## src/rtl/sonar_pkg.sv

```systemverilog
// Shared types and default timing for the HC-SR04-style sonar driver.
`default_nettype none

package sonar_pkg;

  typedef enum logic [2:0] {
    IDLE      = 3'd0,
    TRIG      = 3'd1,
    WAIT_RISE = 3'd2,
    MEASURE   = 3'd3,
    DONE      = 3'd4
  } state_t;

  localparam int TRIG_CYCLES_DEF    = 500;
  localparam int UNIT_CYCLES_DEF    = 2900;
  localparam int TIMEOUT_CYCLES_DEF = 1900000;

  localparam logic [7:0] DIST_MAX = 8'hFF;

  function automatic int cnt_width(input int n);
    return (n > 1) ? $clog2(n) : 1;
  endfunction

  localparam int TRIG_W_DEF = cnt_width(TRIG_CYCLES_DEF);
  localparam int UNIT_W_DEF = cnt_width(UNIT_CYCLES_DEF);
  localparam int TMO_W_DEF  = cnt_width(TIMEOUT_CYCLES_DEF);

endpackage

`default_nettype wire

```

## src/rtl/sonar_echo_sync.sv

```systemverilog
// Two-flop synchroniser bringing the raw echo pin into the clk domain.
`default_nettype none

module sonar_echo_sync (
  input  logic clk,
  input  logic rst_n,
  input  logic i_async,
  output logic o_sync
);

  logic r_meta;
  logic r_sync;

  always_ff @(posedge clk or negedge rst_n) begin
    if (!rst_n) begin
      r_meta <= 1'b0;
      r_sync <= 1'b0;
    end else begin
      r_meta <= i_async;
      r_sync <= r_meta;
    end
  end

  assign o_sync = r_sync;

endmodule

`default_nettype wire

```

## src/rtl/sonar_driver.sv

```systemverilog
// Turns a measure request into a trigger pulse, times the echo and reports
// a saturated 8-bit distance with a one-cycle ready strobe.
`default_nettype none

module sonar_driver
  import sonar_pkg::*;
#(
  parameter int TRIG_CYCLES    = TRIG_CYCLES_DEF,
  parameter int UNIT_CYCLES    = UNIT_CYCLES_DEF,
  parameter int TIMEOUT_CYCLES = TIMEOUT_CYCLES_DEF
) (
  input  logic       clk,
  input  logic       rst_n,
  input  logic       i_sonar_measure,
  input  logic       i_echo,
  output logic       o_trig,
  output logic       o_sonar_ready,
  output logic [7:0] o_sonar_distance
);

  localparam int TRIG_W = cnt_width(TRIG_CYCLES);
  localparam int UNIT_W = cnt_width(UNIT_CYCLES);
  localparam int TMO_W  = cnt_width(TIMEOUT_CYCLES);

  state_t              r_state;
  state_t              w_state_nxt;
  logic                w_echo_s;
  logic                r_meas_prev;
  logic [TRIG_W-1:0]   r_trig_cnt;
  logic [UNIT_W-1:0]   r_presc;
  logic [TMO_W-1:0]    r_tmo;
  logic [7:0]          r_dist_cnt;
  logic                r_armed;
  logic                r_trig;
  logic                r_ready;
  logic [7:0]          r_distance;
  logic [7:0]          w_result;
  logic                w_start;
  logic                w_trig_end;
  logic                w_tmo_hit;
  logic                w_rise;
  logic                w_count;

  sonar_echo_sync u_echo_sync (
    .clk     (clk),
    .rst_n   (rst_n),
    .i_async (i_echo),
    .o_sync  (w_echo_s)
  );

  assign w_start    = i_sonar_measure & ~r_meas_prev;
  assign w_trig_end = (r_trig_cnt == TRIG_W'(TRIG_CYCLES - 1));
  assign w_tmo_hit  = (r_tmo == TMO_W'(TIMEOUT_CYCLES - 1));
  // A rise only counts once echo has been seen low, so a still-busy sensor is skipped.
  assign w_rise     = r_armed & w_echo_s;
  assign w_count    = ((r_state == MEASURE) && w_echo_s) ||
                      ((r_state == WAIT_RISE) && w_rise);

  always_ff @(posedge clk or negedge rst_n) begin
    if (!rst_n) begin
      r_state <= IDLE;
    end else begin
      r_state <= w_state_nxt;
    end
  end

  always_comb begin
    w_state_nxt = r_state;
    w_result    = r_dist_cnt;
    case (r_state)
      IDLE:      if (w_start) w_state_nxt = TRIG;
      TRIG:      if (w_trig_end) w_state_nxt = WAIT_RISE;
      WAIT_RISE: begin
        if (w_tmo_hit) begin
          w_state_nxt = DONE;
          w_result    = DIST_MAX;
        end else if (w_rise) begin
          w_state_nxt = MEASURE;
        end
      end
      MEASURE: begin
        if (w_tmo_hit) begin
          w_state_nxt = DONE;
          w_result    = DIST_MAX;
        end else if (!w_echo_s) begin
          w_state_nxt = DONE;
        end
      end
      DONE:    w_state_nxt = IDLE;
      default: w_state_nxt = IDLE;
    endcase
  end

  always_ff @(posedge clk or negedge rst_n) begin
    if (!rst_n) begin
      r_meas_prev <= 1'b0;
      r_trig_cnt  <= '0;
      r_presc     <= '0;
      r_tmo       <= '0;
      r_dist_cnt  <= '0;
      r_armed     <= 1'b0;
      r_trig      <= 1'b0;
      r_ready     <= 1'b0;
      r_distance  <= '0;
    end else begin
      r_meas_prev <= i_sonar_measure;
      r_trig      <= (w_state_nxt == TRIG);
      r_ready     <= (w_state_nxt == DONE);

      if ((r_state == IDLE) && w_start) begin
        r_trig_cnt <= '0;
        r_presc    <= '0;
        r_tmo      <= '0;
        r_dist_cnt <= '0;
        r_armed    <= 1'b0;
      end

      if (r_state == TRIG) begin
        r_trig_cnt <= r_trig_cnt + TRIG_W'(1);
      end

      if ((r_state == WAIT_RISE) || (r_state == MEASURE)) begin
        r_tmo   <= r_tmo + TMO_W'(1);
        r_armed <= r_armed | ~w_echo_s;
      end

      if (w_count) begin
        if (r_presc == UNIT_W'(UNIT_CYCLES - 1)) begin
          r_presc <= '0;
          if (r_dist_cnt != DIST_MAX) r_dist_cnt <= r_dist_cnt + 8'd1;
        end else begin
          r_presc <= r_presc + UNIT_W'(1);
        end
      end

      if (w_state_nxt == DONE) begin
        r_distance <= w_result;
      end
    end
  end

  assign o_trig           = r_trig;
  assign o_sonar_ready    = r_ready;
  assign o_sonar_distance = r_distance;

endmodule

`default_nettype wire

```

## config.mk

```make
export PLATFORM = sky130hd
export DESIGN_NAME = sonar_driver
export DESIGN_NICKNAME = d
export VERILOG_FILES = /design/src/rtl/sonar_pkg.sv /design/src/rtl/sonar_echo_sync.sv /design/src/rtl/sonar_driver.sv
export SDC_FILE = /design/constraint.sdc
export NUM_CORES = 1
export LEC_CHECK = 0
export ABC_AREA = 1
export BUFFER_PORTS_ARGS = -buffer_cell sky130_fd_sc_hd__buf_2
export CELL_PAD_IN_SITES_DETAIL_PLACEMENT = 0
export CELL_PAD_IN_SITES_GLOBAL_PLACEMENT = 1
export CORE_ASPECT_RATIO = 0.5
export CORE_MARGIN = 3
export CORE_UTILIZATION = 35
export DETAILED_ROUTE_END_ITERATION = 12
export GPL_ROUTABILITY_DRIVEN = 0
export PLACE_DENSITY_LB_ADDON = 0.05
export SETUP_SLACK_MARGIN = 0.1
export SYNTH_ARGS = -nofsm -noshare
export SYNTH_HDL_FRONTEND = slang
export SYNTH_SLANG_ARGS = --single-unit
```

## constraint.sdc

```tcl
create_clock -name clk -period 1.6 [get_ports clk]
set_clock_uncertainty 0.15 [all_clocks]
set_input_delay 0.32 -clock clk [delete_from_list [all_inputs] [get_ports clk]]
set_output_delay 0.32 -clock clk [all_outputs]
set_load 0.01 [all_outputs]
```

-- Yosys cells after proc, flatten, opt, wreduce, memory -nomap -nowiden
Index checks and enable logic that the tools add are counted.
W data, S select, Z words.
- add/subtract/negate cells: 4
- bitwise operators: 5
- multiplexer cells: 22
- reductions and logical operators: 10
- equal/unequal tests: 9
- operators with widths (operator ; count):
    $mux W8 ; 6
    $mux W21 ; 2
    $mux W12 ; 3
    $add A21 B1 Y21 const B ; 1
    $eq A21 B21 Y1 const B ; 1
    $mux W3 ; 6
    $mux W9 ; 2
    $add A12 B1 Y12 const B ; 1
    $eq A12 B12 Y1 const B ; 1
    $pmux W3 S4 ; 1
    $add A9 B1 Y9 const B ; 1
    $eq A9 B9 Y1 const B ; 1
    $add A8 B1 Y8 const B ; 1
    $ne A8 B8 Y1 const B ; 1
    $eq A3 B1 Y1 const B ; 2
    $eq A3 B2 Y1 const B ; 2
    $reduce_bool A2 Y1 ; 3
    $eq A3 B3 Y1 const B ; 1
    $logic_and A1 B1 Y1 ; 3
    $logic_not A3 Y1 ; 1
    $and A1 B1 Y1 ; 2
    $logic_or A1 B1 Y1 ; 2
    $mux W1 ; 2
    $not A1 Y1 ; 2
    other kinds (2) ; 2
- register bits after elaboration: 67
- word-level logic and storage cells: 62
- output and inout port bits: 10
- input bits: 4

-- Logic depth before layout (Yosys ltp)
- word-level depth: 7
- gate-level depth with buffers: 9
- mapped depth without buffers: 9

-- Modules after synthesis
A second synthesis with hierarchy kept.
- cells, all modules: 514
- area total of the unflattened synthesis: 3748.6 um2
- by module, submodules not included (module ; cells each ; area an instance (um2) ; instances ; seq. area each (um2)):
    sonar_driver ; 512 ; 3698.5 ; 1 ; 1626.6
    sonar_echo_sync ; 2 ; 50.0 ; 1 ; 50.0

-- Worst setup path before layout
OpenSTA, ideal clock, no wires.
- path type: reg2reg
- from: register r_tmo[0]
- to: register r_distance[0], in the netlist o_sonar_distance[0]
- arrival time: 1.379 ns
- path buffers: 0
- required time: 1.384 ns
- period minus slack after synthesis: 1.595 ns
- slack: 0.005 ns
- setup time: 0.066 ns
- cell stages (with the launch flop): 10
- cells stage by stage: dfrtp_1 ha_1 nand2_2 nor2_8 nand2_1 nor2_2 nand3_1 nand2_1 nand2_1 nand2_1
- word-level cells in the longest chain between the ends: 4
- elaborated cells on any way between the ends: 7
- those cells by class: 2 x eq/ne; 5 x mux
- RTL lines (element ; RTL line ; text):
    start: declaration ; sonar_driver.sv:31 ; logic [TMO_W-1:0] r_tmo;
    start signal: assignment ; sonar_driver.sv:123 ; r_tmo <= r_tmo + TMO_W'(1);
    $eq A21 B21 Y1 (*) ; sonar_driver.sv:53 ; assign w_tmo_hit = (r_tmo == TMO_W'(TIMEOUT_CYCLES - 1));
    $mux W3, on equally long branches ; sonar_driver.sv:82, sonar_driver.sv:74 ;
    $pmux W3 S4 ; sonar_driver.sv:70 ; case (r_state)
    $eq A3 B3 Y1 ; sonar_driver.sv:136 ; if (w_state_nxt == DONE) begin
    end signal: assignment ; sonar_driver.sv:137 ; r_distance <= w_result;
    end: declaration ; sonar_driver.sv:36 ; logic [7:0] r_distance;
Mark *: on every way between the ends. The rest lies on a longest branch, timed or not.
A chain may end at the register's enable or synchronous reset.

-- Worst setup path in the final report
- from: register r_tmo[0]
- to: register r_distance[0], in the netlist o_sonar_distance[0]
- word-level cells in the longest chain between the ends: 4
- elaborated cells on any way between the ends: 7
- those cells by class: 2 x eq/ne; 5 x mux
- RTL lines (element ; RTL line ; text):
    $eq A21 B21 Y1 (*) ; sonar_driver.sv:53 ;
    $mux W3, on equally long branches ; sonar_driver.sv:82, sonar_driver.sv:74 ;
    $pmux W3 S4 (*) ; sonar_driver.sv:70 ;
    via w_state_nxt[2] ; sonar_driver.sv:26 ; state_t w_state_nxt;
    $eq A3 B3 Y1 (*) ; sonar_driver.sv:136 ;
The timed path passes the listed nets; every way through them passes the cells marked *.

==> flow_metrics.env <==
export IMPL_status="complete, no violations"
export IMPL_synth_area_mux_share=0.00266
export IMPL_post_dp_hpwl_mm=7.26
export IMPL_final_antenna_net_count=0
export IMPL_path_class="reg -> reg"
export IMPL_synth_top_family_by_area="simple AND/OR/NAND/NOR gates"
export IMPL_worstPathArrival_ns=1.71
export IMPL_max_freq_ghz=0.625
export IMPL_cts_sinks=67
export IMPL_fin_util=0.541
export IMPL_slew_headroom=0.804
export IMPL_finalSetupViolCount=0
export IMPL_clk_latency_ns=0.33
export IMPL_synthArstFlopShare=1.00
export IMPL_grt_pass1_wl_mm=17.5
export IMPL_path_clk_slew_ns=0.05
export IMPL_post_drt_via_cell_ratio=4.67
export IMPL_die_w_um=153
export IMPL_first_pass_iters=4
export IMPL_cts_buffer_depth=2
export IMPL_cellPowerDensity_nw_per_um2=657
export IMPL_synth_warnings=0
export IMPL_syn2layout_area_growth_pct=48.8
export IMPL_first_iter_violations=174
export IMPL_synth_xor_area_frac=0.0186
export IMPL_yosys_top_cells_count="155 x nand2_1, 67 x dfrtp_1, 64 x nand3_1"
export IMPL_ys_seq_elements=67
export IMPL_syn_inst=505
export IMPL_htreeDepth=3
export IMPL_diodes=0
export IMPL_vias=3559
export IMPL_synth_area_sq_um=3760
export IMPL_nNetsFinal=625
export IMPL_synthTopCellsByArea="dfrtp_1 45%, nand2_1 15%, nand3_1 8.5%, inv_1 5.6%, nor2_1 5.2%"
export IMPL_max_stage_delay_ns=0.39
export IMPL_avgSynthCellArea_sq_um=7.45
export IMPL_drc_errors=0
export IMPL_cts_tree="built"
export IMPL_crit_chain="ha_4 -> nand2_4 -> nor2_8 -> nand2_4 -> nor2_4 -> nand3_4 -> nand2_4 -> nand2_1 -> nand2_1"
export IMPL_hold_viol=0
export IMPL_crit_family="simple AND/OR/NAND/NOR gates"
export IMPL_hp_class="reg -> reg"
export IMPL_ys_flop_type="dfrtp_1"
export IMPL_numPortBuffers=13
export IMPL_synth_largest_area_cell="dfrtp_1"
export IMPL_tightest_slew_ns=0.295
export IMPL_max_cap_viol_count=0
export IMPL_cts_buffers=9
export IMPL_yosysMostFrequentCell="nand2_1"
export IMPL_crit_path_top_delay_cell="dfrtp_1"
export IMPL_wl_mm=10.1
export IMPL_worstPathMaxFanout=6
export IMPL_start_kind="flip-flop"
export IMPL_crit_top_cell="nand2_4"
export IMPL_dieHeight_um=79.3
export IMPL_grtUsageTotal=0.181
export IMPL_rows=26
export IMPL_required_ns=1.71
export IMPL_rsz0062_at_grt="true"
export IMPL_synth_compound_area_frac=0.0699
export IMPL_antenna_found_initial=0
export IMPL_core_sq_um=10300
export IMPL_grt_pass1_vias=3521
export IMPL_grt_overflow=0
export IMPL_wl_per_cell_um=13.3
export IMPL_cts_root_buf="clkbuf_16"
export IMPL_total_power_mw=3.68
export IMPL_path_buf_inv=0
export IMPL_syn_nets=513
export IMPL_io_pins=14
export IMPL_leakagePower_nw=2.95
export IMPL_synth_edf_count=0
export IMPL_die_area_sq_um=12100
export IMPL_maxSlewViolCount=0
export IMPL_ys_seq_area_frac=0.446
export IMPL_fin_crit_ns=1.60
export IMPL_drive_above_1_share=0.375
export IMPL_vdd_drop_max_uv=446
export IMPL_synth_top_area_share=0.446
export IMPL_grt_max_degree=32
export IMPL_post_route_period_util=1.00
export IMPL_end_kind="flip-flop"
export IMPL_synthSimpleGateAreaFrac=0.381
export IMPL_synth_fa_ha_area_frac=0.0133
export IMPL_synthDistinctLibCells=36
export IMPL_start_util=0.364
[path summary, 6_finish.rpt]
check | slack, ns | startpoint | end | cells past startpoint
setup / recovery | 0.0007 | r_tmo[0]$_DFFE_PN0P_ | o_sonar_distance[0]$_DFFE_PN0N_ | 9
hold / removal | 0.23 | u_echo_sync.r_meta$_DFF_PN0_ | u_echo_sync.o_sync$_DFF_PN0_ | 0
min in group asynchronous | 0.27 | rst_n | r_tmo[3]$_DFFE_PN0P_ | 2
hold reg to reg | 0.23 | u_echo_sync.r_meta$_DFF_PN0_ | u_echo_sync.o_sync$_DFF_PN0_ | 0
setup reg to reg | 0.0007 | r_tmo[0]$_DFFE_PN0P_ | o_sonar_distance[0]$_DFFE_PN0N_ | 9
max in group asynchronous | 0.56 | rst_n | r_state[1]$_DFF_PN0_ | 3
[metal layers]
metal	part of all wire	up-vias	global-route usage
met3	0.024	13	0.0430
met1	0.52	1638	0.256
met4	0.011	0	0.0453
met5	0	-	0
met2	0.44	33	0.279
li1	-	1875	-
[logic make-up after synthesis]
group,after synthesis
simple gates,311
flops,67
buf+inv,66
compound gates,48
xor+xnor,8
fa+ha+maj,4
mux,1
[power by group]
part           total (mW)  switching (mW)  internal, mW
Combinational      0.0586          0.0398        0.0188
Clock                1.92           0.701          1.22
Sequential           1.70         0.00298          1.70
[metrics by stage]
step | worst slack (ns) | instance area [sq um] | cells | hold WS, ns | setup TNS, ns
floorplan | 0.00887 | 3770 | 505 | -0.126 | 0
global placement | -0.0413 | 4480 | 715 | 0.0853 | -0.140
detailed placement | -0.0631 | 4480 | 715 | 0.0832 | -0.540
finish | 0.000668 | 5600 | 762 | 0.233 | 0
global route | -0.0760 | 5600 | 762 | 0.254 | -0.952
CTS | 0.00219 | 5060 | 748 | 0.231 | 0
[cells in the final DEF (no fill, tap or decap), types with 7 or more instances in the layout]
cell	instances
buf_2	12
o21ai_0	8
buf_6	13
inv_1	52
nand4_1	11
dfrtp_1	65
nor2_2	10
clkbuf_16	9
nand2_4	9
o21ai_1	15
nand2_2	21
nor2_4	14
nand3_2	20
xor2_1	7
nand2_1	132
nand3_1	42
nor2_1	34
buf_4	71
a21oi_1	7
[area by class of cell]
class / instances / area (sq um)
clock buffer: 15 / 288
clock inverter: 1 / 5.00
fill: 982 / 4750
inverter: 61 / 262
multi-input combinational: 374 / 2330
sequential: 67 / 1680
tap: 140 / 175
timing repair buffer: 104 / 860
[what timing repair did]
item | CTS | global route
resized for setup | 43 | 117
setup endpoints to repair | 47 | 56
pin swaps | 26 | 39
hold endpoints to repair | 19 | 0
buffers inserted | 12 | 14
hold buffers | 3 | 0
cloned | 2 | 0
[state kept, by name, summed over array words and instances (netlist names), 3 cells and up]
signal	cells
r_presc	12
r_dist_cnt	8
r_trig_cnt	9
o_sonar_distance	8
r_tmo	21
r_state	3
Note: power is estimated with default switching activity, not from simulation.
